--- config.mk ---
export PLATFORM = sky130hd
export DESIGN_NAME = fifo_rd_stream
export DESIGN_NICKNAME = d
export VERILOG_FILES = /design/src/rtl/fifo_rd_stream_pkg.sv /design/src/rtl/fifo_rd_stream_skid_buf.sv /design/src/rtl/fifo_rd_stream.sv
export SDC_FILE = /design/constraint.sdc
export NUM_CORES = 1
export LEC_CHECK = 0
export ABC_AREA = 1
export CAP_MARGIN = 20
export CORE_UTILIZATION = 35
export DETAILED_ROUTE_END_ITERATION = 16
export GPL_ROUTABILITY_DRIVEN = 0
export PLACE_DENSITY_LB_ADDON = 0.15
export SYNTH_ARGS = -nofsm -noshare
export SYNTH_HDL_FRONTEND = slang
export SYNTH_HIERARCHICAL = 1
export SYNTH_SLANG_ARGS = --single-unit
--- constraint.sdc ---
create_clock -name rclk -period 7.8 [get_ports rclk]
set_input_delay 1.95 -clock rclk [delete_from_list [all_inputs] [get_ports rclk]]
set_output_delay 1.95 -clock rclk [all_outputs]
set_load 0.005 [all_outputs]
--- src/rtl/fifo_rd_stream_pkg.sv ---
// rtl/fifo_rd_stream_pkg.sv - shared widths, default read latency and state type for the FIFO read stage
package fifo_rd_stream_pkg;

    localparam int PKG_FIFO_WIDTH = 32;
    localparam int PKG_RD_LAT     = 1;

    typedef enum logic {
        STREAM = 1'b0,
        FLUSH  = 1'b1
    } rd_state_e;

endpackage

--- src/rtl/fifo_rd_stream_skid_buf.sv ---
// rtl/fifo_rd_stream_skid_buf.sv - circular skid buffer holding captured FIFO words
module fifo_rd_stream_skid_buf #(
    parameter  int DEPTH = 2,
    parameter  int WIDTH = 32,
    localparam int OCC_W = $clog2(DEPTH + 1),
    localparam int PTR_W = (DEPTH > 1) ? $clog2(DEPTH) : 1
) (
    input  logic             rclk,
    input  logic             rrst_n,
    input  logic             i_clear,
    input  logic             i_push,
    input  logic [WIDTH-1:0] i_push_data,
    input  logic             i_pop,
    output logic [OCC_W-1:0] o_occ,
    output logic [WIDTH-1:0] o_head
);

    logic [WIDTH-1:0] r_mem [DEPTH];
    logic [PTR_W-1:0] r_wr_ptr;
    logic [PTR_W-1:0] r_rd_ptr;
    logic [OCC_W-1:0] r_occ;

    // Pointers wrap at DEPTH, which need not be a power of two.
    function automatic logic [PTR_W-1:0] ptr_inc(input logic [PTR_W-1:0] p);
        return (p == PTR_W'(DEPTH - 1)) ? '0 : p + PTR_W'(1);
    endfunction

    always_ff @(posedge rclk) begin
        if (!rrst_n) begin
            r_wr_ptr <= '0;
            r_rd_ptr <= '0;
            r_occ    <= '0;
            for (int i = 0; i < DEPTH; i++) begin
                r_mem[i] <= '0;
            end
        end else if (i_clear) begin
            r_wr_ptr <= '0;
            r_rd_ptr <= '0;
            r_occ    <= '0;
        end else begin
            if (i_push) begin
                r_mem[r_wr_ptr] <= i_push_data;
                r_wr_ptr        <= ptr_inc(r_wr_ptr);
            end
            if (i_pop) begin
                r_rd_ptr <= ptr_inc(r_rd_ptr);
            end
            case ({i_push, i_pop})
                2'b10:   r_occ <= r_occ + OCC_W'(1);
                2'b01:   r_occ <= r_occ - OCC_W'(1);
                default: r_occ <= r_occ;
            endcase
        end
    end

    assign o_occ  = r_occ;
    assign o_head = r_mem[r_rd_ptr];

endmodule

--- src/rtl/fifo_rd_stream.sv ---
// rtl/fifo_rd_stream.sv - rclk-domain FIFO consumer: credit-gated reads into a skid buffer feeding a valid/ready stream
module fifo_rd_stream
    import fifo_rd_stream_pkg::*;
#(
    parameter int FIFO_WIDTH = PKG_FIFO_WIDTH,
    parameter int SKID_DEPTH = 2,
    parameter int RD_LAT     = PKG_RD_LAT,
    parameter int CNT_WIDTH  = 16
) (
    input  logic                  rclk,
    input  logic                  rrst_n,
    input  logic                  fifo_empty,
    input  logic [FIFO_WIDTH-1:0] fifo_data_out,
    output logic                  fifo_r_en,
    input  logic                  flush,
    output logic                  m_valid,
    output logic [FIFO_WIDTH-1:0] m_data,
    input  logic                  m_ready,
    output logic                  busy,
    output logic [CNT_WIDTH-1:0]  rd_count
);

    localparam int OCC_W = $clog2(SKID_DEPTH + 1);

    rd_state_e             r_state;
    rd_state_e             w_state_nxt;
    logic [RD_LAT-1:0]     r_inflight;
    logic [CNT_WIDTH-1:0]  r_count;
    logic [OCC_W-1:0]      w_occ;
    logic                  w_pop;
    logic                  w_push;
    logic                  w_issue;
    logic [31:0]           w_demand;

    assign m_valid = (w_occ != '0);
    assign w_pop   = m_valid && m_ready && (r_state == STREAM) && !flush;

    // Words already owed to the buffer (stored plus in flight) after this cycle's pop.
    assign w_demand = 32'(w_occ) + 32'($countones(r_inflight)) - {31'd0, w_pop};

    assign w_issue   = rrst_n && (r_state == STREAM) && !flush && !fifo_empty
                       && (w_demand < 32'(SKID_DEPTH));
    assign fifo_r_en = w_issue;

    // Returning data is only kept while streaming; a flush cycle or FLUSH state drops it.
    assign w_push = r_inflight[RD_LAT-1] && (r_state == STREAM) && !flush;

    always_ff @(posedge rclk) begin
        if (!rrst_n) begin
            r_inflight <= '0;
            r_state    <= STREAM;
            r_count    <= '0;
        end else begin
            r_inflight <= (r_inflight << 1) | RD_LAT'(w_issue);
            r_state    <= w_state_nxt;
            if (w_pop) begin
                r_count <= r_count + CNT_WIDTH'(1);
            end
        end
    end

    always_comb begin
        w_state_nxt = r_state;
        case (r_state)
            STREAM: if (flush) w_state_nxt = FLUSH;
            FLUSH:  if (!flush && (r_inflight == '0)) w_state_nxt = STREAM;
            default: w_state_nxt = STREAM;
        endcase
    end

    fifo_rd_stream_skid_buf #(
        .DEPTH (SKID_DEPTH),
        .WIDTH (FIFO_WIDTH)
    ) u_skid (
        .rclk        (rclk),
        .rrst_n      (rrst_n),
        .i_clear     (flush),
        .i_push      (w_push),
        .i_push_data (fifo_data_out),
        .i_pop       (w_pop),
        .o_occ       (w_occ),
        .o_head      (m_data)
    );

    assign busy     = (r_state == FLUSH);
    assign rd_count = r_count;

endmodule

* After elaboration in Yosys (flattened, before gate mapping)
Memory sizes are Yosys's and may differ from the RTL's. A register that Yosys moved wholly into a read port is not among the register bits. Index checks and enable logic that the tools add are counted.
Word-level totals: bits in registers 22, bits in writable memories 64, output and inout bits 51, memories 1
Cells by class: add/sub/neg operators 7, magnitude comparators 1, equality and inequality tests 2, multiplexer cells 16, bitwise operators 3, reductions and logical operators 16
Memory list:
- u_skid.r_mem | depth 2, width 32, rd ports 1, clocked after Yosys merged registers in 1, write ports 2, RTL line fifo_rd_stream_skid_buf.sv:18 | logic [WIDTH-1:0] r_mem [DEPTH];
Operators by type and width (count):
- $lt A32 B2 Y1 const B | 1
- $mux W32 | 1
- $reduce_or A32 Y1 | 1
- $add A16 B1 Y16 const B | 1
- $mux W1 | 13
- $logic_and A1 B1 Y1 | 10
- $pmux W2 S2 | 1
- $reduce_bool A2 Y1 | 2
- $sub A3 B1 Y4 | 1
- $add A2 B1 Y3 | 1
- $not A1 Y1 | 3
- $add A1 B1 Y1 const B | 2
- $add A2 B1 Y2 const B | 1
- $eq A2 B1 Y1 const B | 1
- $eq A2 B2 Y1 const B | 1
- $logic_not A1 Y1 | 2
- $pmux W1 S2 | 1
- $reduce_or A2 Y1 | 1
- $sub A2 B1 Y2 const B | 1

* Longest topological paths before layout
Gate-level depths: netlist of the first run.
word-level depth 9, gate-level depth with buffers 10, depth with buffers taken out 9

* Hierarchy
The synthesis of the first run kept the hierarchy.
Modules (own cells, without submodules):
- fifo_rd_stream_skid_buf | times used 1, cells each 235, area each 3046.7 um2
- fifo_rd_stream | times used 1, cells each 152, area each 999.7 um2

* Worst setup path after synthesis of the first run
OpenSTA, ideal clock, no wires.
path kind input-to-output, start input port flush, end output port fifo_r_en, data arrival time 3659 ps, data required time 5850 ps, slack 2191 ps, stages 9, cell sequence nor2_4 > nand2_2 > nor2_4 > buf_6 > nand2_1 > a21oi_1 > fa_1 > or3_1 > a211oi_1
On the way: cells in the longest elaborated chain, start to end 5, elaborated cells on any way between the ends 7
Ends and longest elaborated chain:
- start, declared | RTL line fifo_rd_stream.sv:15 | input logic flush,
- $logic_not A1 Y1 | RTL line fifo_rd_stream.sv:36 | assign w_pop = m_valid && m_ready && (r_state == STREAM) && !flush;
- $logic_and A1 B1 Y1 | RTL line fifo_rd_stream.sv:36
- via w_pop | RTL line fifo_rd_stream.sv:30 | logic w_pop;
- $sub A3 B1 Y4 | RTL line fifo_rd_stream.sv:39 | assign w_demand = 32'(w_occ) + 32'($countones(r_inflight)) - {31'd0, w_pop};
- $lt A32 B2 Y1 | RTL line fifo_rd_stream.sv:42 | && (w_demand < 32'(SKID_DEPTH));
- $logic_and A1 B1 Y1 | RTL line fifo_rd_stream.sv:42
- end, declared | RTL line fifo_rd_stream.sv:14 | output logic fifo_r_en,
The timed path passes the listed nets, and every way through them passes these cells.

* Worst setup path after layout of the first run
start input port flush, end output port fifo_r_en
On the way: cells in the longest elaborated chain, start to end 5, elaborated cells on any way between the ends 7
Ends and longest elaborated chain (RTL line):
- $logic_not A1 Y1 * | fifo_rd_stream.sv:36, fifo_rd_stream.sv:41
- $logic_and A1 B1 Y1 | fifo_rd_stream.sv:36
- $sub A3 B1 Y4 | fifo_rd_stream.sv:39
- $lt A32 B2 Y1 | fifo_rd_stream.sv:42
- $logic_and A1 B1 Y1 * | fifo_rd_stream.sv:42
Mark *: on every way between the ends. The rest lies on a longest branch, timed or not.

==> results of run 1 <==
## layer usage
| metal | vias up | GRT usage (%) | part of all wire (%) |
|---|---|---|---|
| met2 | 83 | 26.0 | 49 |
| met5 | - | 0 | 0 |
| met1 | 1354 | 17.7 | 44 |
| li1 | 1429 | - | - |
| met3 | 6 | 3.68 | 5.7 |
| met4 | 0 | 4.86 | 0.73 |
## path summary, 6_finish.rpt
check	slack, ns	from	endpoint	depth (start not counted)
max	0.81	flush	fifo_r_en	10
min	0.47	rd_count[4]	rd_count[4]	2
max reg2reg	4.91	busy	u_skid/r_mem[0][27]	5
min reg2reg	0.47	rd_count[4]	rd_count[4]	2
## stage by stage
stage / cells / utilization [%] / hold slack [ns]
after floorplan: 387 / - / 0.450
after global placement: 602 / 45.2 / 0.455
after detailed placement: 602 / 45.2 / 0.452
after CTS: 618 / 47.7 / 0.467
after global routing: 618 / 47.7 / 0.499
final: 618 / 47.7 / 0.468
## flip-flops by register name, summed over array words and instances, names as in the netlist, named ones only
signal           cells
u_skid/r_rd_ptr      1
u_skid/r_mem        64
r_inflight           1
u_skid/o_occ         2
rd_count            16
busy                 1
u_skid/r_wr_ptr      1
## layout make-up
type	instances	area (µm²)	area share, %
Clock inverter	6	45.0	0.857
Inverter	57	214	4.07
Clock buffer	10	229	4.35
Multi-Input combinational cell	231	1340	25.5
Sequential cell	87	2380	45.3
Timing Repair Buffer	87	871	16.6
Tap cell	140	175	3.33
## Yosys cell counts (all sizes together)
cell      n  area share (%)
nor2    102              12
edfxtp   64              47
inv      57             5.3
nand2    51             4.9
mux2     32             8.9
dfxtp    23              11
buf      11             2.7
a21oi     9             1.1
nand3     9             1.5
nor3      8            0.99
nand4     7             1.1
o21ai     4            0.49
a211oi    2            0.37
ha        2            0.62
clkbuf    1            0.12
fa        1            0.49
nor3b     1            0.19
o21bai    1            0.19
or3       1            0.15
xnor2     1            0.22
## report_power, final
part | switching [W] | internal (W)
Clock | 0.000176 | 0.000217
Combinational | 0.0000276 | 0.0000346
Sequential | 0.00000323 | 0.000507
## worst reg2reg max path: cells and delay by family (launching register included)
| family | cells | cell delay [ns] |
|---|---|---|
| simple gates | 4 | 2.06 |
| flops | 1 | 0.36 |
| buf+inv | 1 | 0.09 |
## layout by cell type, fill, tap and decap left out, types with 2 or more instances in the layout
cell / n
clkdlybuf4s50_1: 87
nor2_1: 77
edfxtp_1: 64
inv_1: 53
nand2_1: 46
mux2_2: 30
dfxtp_1: 22
nor2_2: 19
a21oi_1: 9
clkbuf_16: 9
nor3_1: 8
nand3_1: 7
nand4_1: 7
nor2_4: 6
nand2_2: 5
inv_2: 4
o21ai_0: 3
a211oi_1: 2
ha_1: 2
clkinv_4: 2
clkinvlp_4: 2
mux2_1: 2
## cells by family after synthesis
kind of cell | Yosys count | share of synthesized area, %
adders and majority gates | 3 | 1.11
and+or+nand+nor | 179 | 20.6
AOI/OAI and AO/OA | 16 | 2.16
buffers and inverters | 69 | 8.10
DFF | 87 | 58.9
muxes | 32 | 8.91
xor gates and xnor gates | 1 | 0.216
==> results.md, run 1 <==
* WP buf/inv at 2
* Ratio of cells with drive above 1 in the final layout at 16.9%
* CTS Buffer Depth at 2
* CTS tree: done
* Leakage at 2.01 nW
* CTS Sinks at between 80 and 90
* Root buffer selected by CTS: clkbuf_16
* PortBufs at 87
* Crit path launch type: input port
* CORE AREA at 0.0110 mm²
* Vias at 2,872
* DRT iter0 DRCs at 112
* Hold_buf cts at 0
* Max frequency at 143 MHz
* TritonCTS Buffers at 9
* Slew HR at around a third
* Max VDD drop at 87.3 µV
* Die Width at approximately 110 µm
* Largest stage delay on the critical path at ~0.57 ns
* Clock Latency Late Sink at 0.33 ns
* Synth Register Bits at 87
* Routed WL at 8250 µm
* Min Clock Period, post-route at 6.99 ns
* Critical path's top delay family: simple AND/OR/NAND/NOR gates
* CP required at 5.85 ns
* Inserted Diodes at 0
* Gr ovfl total at 0
* Mapped Nets at 427
* Final Setup Violations at 0
* Clock transition at path regs at roughly 0.060 ns
* Routed wire per std cell at 13.3 µm
* Critical path type: in -> out
* All-Layer GR Usage at 14.8%
* Synth Cell Area at ~0.0040 mm²
* Setup crit end kind: primary output
* Critical path's slowest cell: clkdlybuf4s50_1
* Tot Pwr at 0.000966 W
* Syn_area_per_cell at 10.5 µm²
* Hold Path Class: reg -> reg
* PostCTS Resize Cnt at 0
* Post-CTS setup buffers at 0
* Cell Rows at 38
* Final setup margin at 0.813 ns
* First-pass GRT wire length at 13,300 µm
* Pwr/cell area at 184 mW/mm²
* Via-to-Cell Ratio at 4.65
* Setup total negative slack at 0 ns
* Fin crit share at 89.6%
* Synthesized instance count at 387
* Largest net degree at the start of global routing at 35
* Actual slew at the worst max-slew pin at about 0.98 ns
* Post-route clock skew at 0.00510 ns
* Number of max-cap violations at 0
* Post-route design area at 0.00526 mm²
* Initial antenna violation count at 0
* Sequential fraction of the synthesis area at roughly three fifths
* Ys Warns at 6
* Die area at 0.0120 mm²
* Status: finished, final reports clean
* Vias in the first global route at ~2,800
* Distinct cells, synth at 29
* Die height at 110 µm
* Placement Setup Slack at 0.862 ns
* Hold Violations, Final at 0
* Detailed placement HPWL at 5270 µm
* DR pass1 iterations at 4
* Initial core utilization at between 30% and 40%
* DRC Markers at 0
* Area Overhead vs Synth at 30.0%
* Unrepaired setup endpoints after global routing: no
* Post-route ant nets at 0
* Htree depth at 3
* Worst Path Arrival at approximately 5.0 ns
* Fill count at 1,062
* Fin. max-slew vios at 0
* Worst Path Max Fanout at 16
* Crit-path cells: clkdlybuf4s50_1 -> nor2_4 -> nand2_2 -> nor2_4 -> nand2_1 -> a21oi_1 -> fa_1 -> or3_1 -> a211oi_1 -> clkdlybuf4s50_1
* Post-DP Area at 0.00498 mm²
* Io pins at 88
* Nets at 513
Note: power is estimated with default switching activity, not from simulation.
==> run 2, diff against run 1 <==
- CORE_ASPECT_RATIO: default -> 0.75
==> results.md, run 2 (same netlist as run 1, synthesis figures left out) <==
* Switching share of total power at between 20% and 30%
* Initial core utilization at about 36%
* Via-to-Cell Ratio at ~4.5
* Area of the multi-input gates at about 0.0013 mm²
* Combinational power share at about 6.3%
* R2R setup slack at just under 5 ns
* DRC Markers at 0
* Io pins at 88
* Root buffer selected by CTS: clkbuf_16
* Htree depth at 3
* Die Width at roughly 130 µm
* Post-route ant nets at 0
* Gr ovfl total at 0
* Hold Path Sink: rd_count[4]
* Fin crit share at 89.5%
* Hold Startpoint: rd_count[4]
* Hold Violations, Final at 0
* Slew HR at approximately a third
* Status: finished, final reports clean
* Detailed placement HPWL at roughly 5400 µm
* Critical path's slowest cell: clkdlybuf4s50_1
* CTS Sinks at 87
* Register Area at 0.00238 mm²
* Largest register FFs at 64
* TritonCTS Buffers at 9
* Vias at 2,792
* Hold_buf cts at 0
* Most common cell after layout, fill and taps aside: clkdlybuf4s50_1
* Number of max-cap violations at 0
* CORE AREA at 0.0111 mm²
* Area Overhead vs Synth at 30.7%
* Worst reg2reg path startpoint: busy
* Routed wire per std cell at 13.3 µm
* Fill count at 1,042
* Die area at 0.0120 mm²
* Fin Hold WS at 0.466 ns
* Crit path launch type: input port
* Commonest cells after routing, fill and taps aside: clkdlybuf4s50_1, nor2_1, edfxtp_1
* Max VDD drop at slightly above 100 µV
* Max frequency at 143 MHz
* Routed WL at 8200 µm
* Hold path depth at 2
* Clock transition at path regs at 0.06 ns
* Post-DP Area at 0.00498 mm²
* Setup crit end kind: primary output
* Final Setup Violations at 0
* Pwr/cell area at 190 mW/mm²
* Post-CTS setup buffers at 0
* CTS tree: done
* CP required at between 5 and 6 ns
* Reg with most FFs: u_skid/r_mem
* Net Switching at 0.000209 W
* Largest stage delay on the critical path at 0.56 ns
* Cell Rows at 33
* All-Layer GR Usage at 14.3%
* Worst Path Max Fanout at 16
* Fin. max-slew vios at 0
* First-pass GRT wire length at 13,200 µm
* DRT iter0 DRCs at 78
* Critical path type: in -> out
* Flop pwr share at 50.9%
* Die height at roughly 95 µm
* CTS Buffer Depth at 2
* Actual slew at the worst max-slew pin at 1.00 ns
* Clock Power Share at a little over two fifths
* Worst Path Arrival at 5.03 ns
* Nets at 513
* Leakage at 2.03 nW
* Worst R2R End: u_skid/r_mem[0][22]
* Setup total negative slack at 0 ns
* Vias in the first global route at approximately 2,700
* R2r worst-path depth at 5
* PostCTS Resize Cnt at 0
* PortBufs at 87
* Post-route design area at 0.00529 mm²
* Crit-path cells: clkdlybuf4s50_1 -> nor2_4 -> nand2_2 -> nor2_4 -> nand2_1 -> a21oi_1 -> fa_1 -> or3_1 -> a211oi_1 -> clkdlybuf4s50_1
* Int Power at 0.000794 W
* Unrepaired setup endpoints after global routing: no
* Initial antenna violation count at 0
* Ratio of cells with drive above 1 in the final layout at 17.4%
* DR pass1 iterations at 4
* Inserted Diodes at 0
* Critical path's top delay family: simple AND/OR/NAND/NOR gates
* Clock Latency Late Sink at 0.33 ns
* Post-route clock skew at 0.00516 ns
* Min Clock Period, post-route at 6.98 ns
* Largest net degree at the start of global routing at 35
* WP buf/inv at 2
* Hold Path Class: reg -> reg
==> run 2: cell count changes in the layout (fill, tap and decap cells not counted), sizes merged <==
cell | before | now
clkinvlp | 2 | 0
clkbuf | 10 | 9
inv | 58 | 60
bufinv | 0 | 1
==> run 2: worst max path at each step <==
stage | startpoint | endpoint | slack, ns | cells after the start
finish | flush | fifo_r_en | 0.82 | 10
global route | flush | fifo_r_en | 0.61 | 10
CTS | flush | fifo_r_en | 0.80 | 10
detailed placement | flush | fifo_r_en | 0.84 | 10
global placement | flush | fifo_r_en | 0.84 | 10
floorplan | flush | fifo_r_en | 2.19 | 9
==> run 2: layer usage <==
| metal | track usage (%) | vias to the layer above | part of all wire (%) |
|---|---|---|---|
| li1 | - | 1432 | - |
| met1 | 18.3 | 1296 | 48 |
| met2 | 23.4 | 57 | 46 |
| met3 | 4.43 | 7 | 5.4 |
| met4 | 4.22 | 0 | 0.77 |
| met5 | 0 | - | 0 |
==> run 2: metrics by stage <==
step / setup WS [ns] / std cells / power (W) / util (%)
6_report: 0.816 / 618 / 0.00100 / 47.6
5_1_grt: 0.608 / 618 / 0.00104 / 47.6
4_1_cts: 0.804 / 618 / 0.00102 / 47.6
3_5_place_dp: 0.836 / 602 / 0.000584 / 44.9
3_3_place_gp: 0.836 / 602 / 0.000584 / 44.9
2_1_floorplan: 2.19 / 387 / 0.000544 / -
==> run 2: final cells by class <==
| type | instances | share of cell area (%) |
|---|---|---|
| Clock buffer | 9 | 4.26 |
| Clock inverter | 7 | 1.49 |
| Inverter | 57 | 4.05 |
| Multi-Input combinational cell | 231 | 25.4 |
| Sequential cell | 87 | 45.1 |
| Tap cell | 140 | 3.31 |
| Timing Repair Buffer | 87 | 16.5 |
==> run 2: worst reg2reg max path, stage by stage (launching register included) <==
cell	delay [ns]
dfxtp_1	0.36
nor3_1	0.44
inv_2	0.09
nor2_1	0.13
nand2_2	0.56
nand2_2	0.93
==> run 2: power by group through the flow <==
stage               Clock, W  Combinational [W]  Sequential (W)
floorplan                  0          0.0000244        0.000520
global placement           0          0.0000634        0.000520
detailed placement         0          0.0000634        0.000521
CTS                 0.000442          0.0000639        0.000511
global route        0.000461          0.0000686        0.000512
finish              0.000430          0.0000628        0.000510
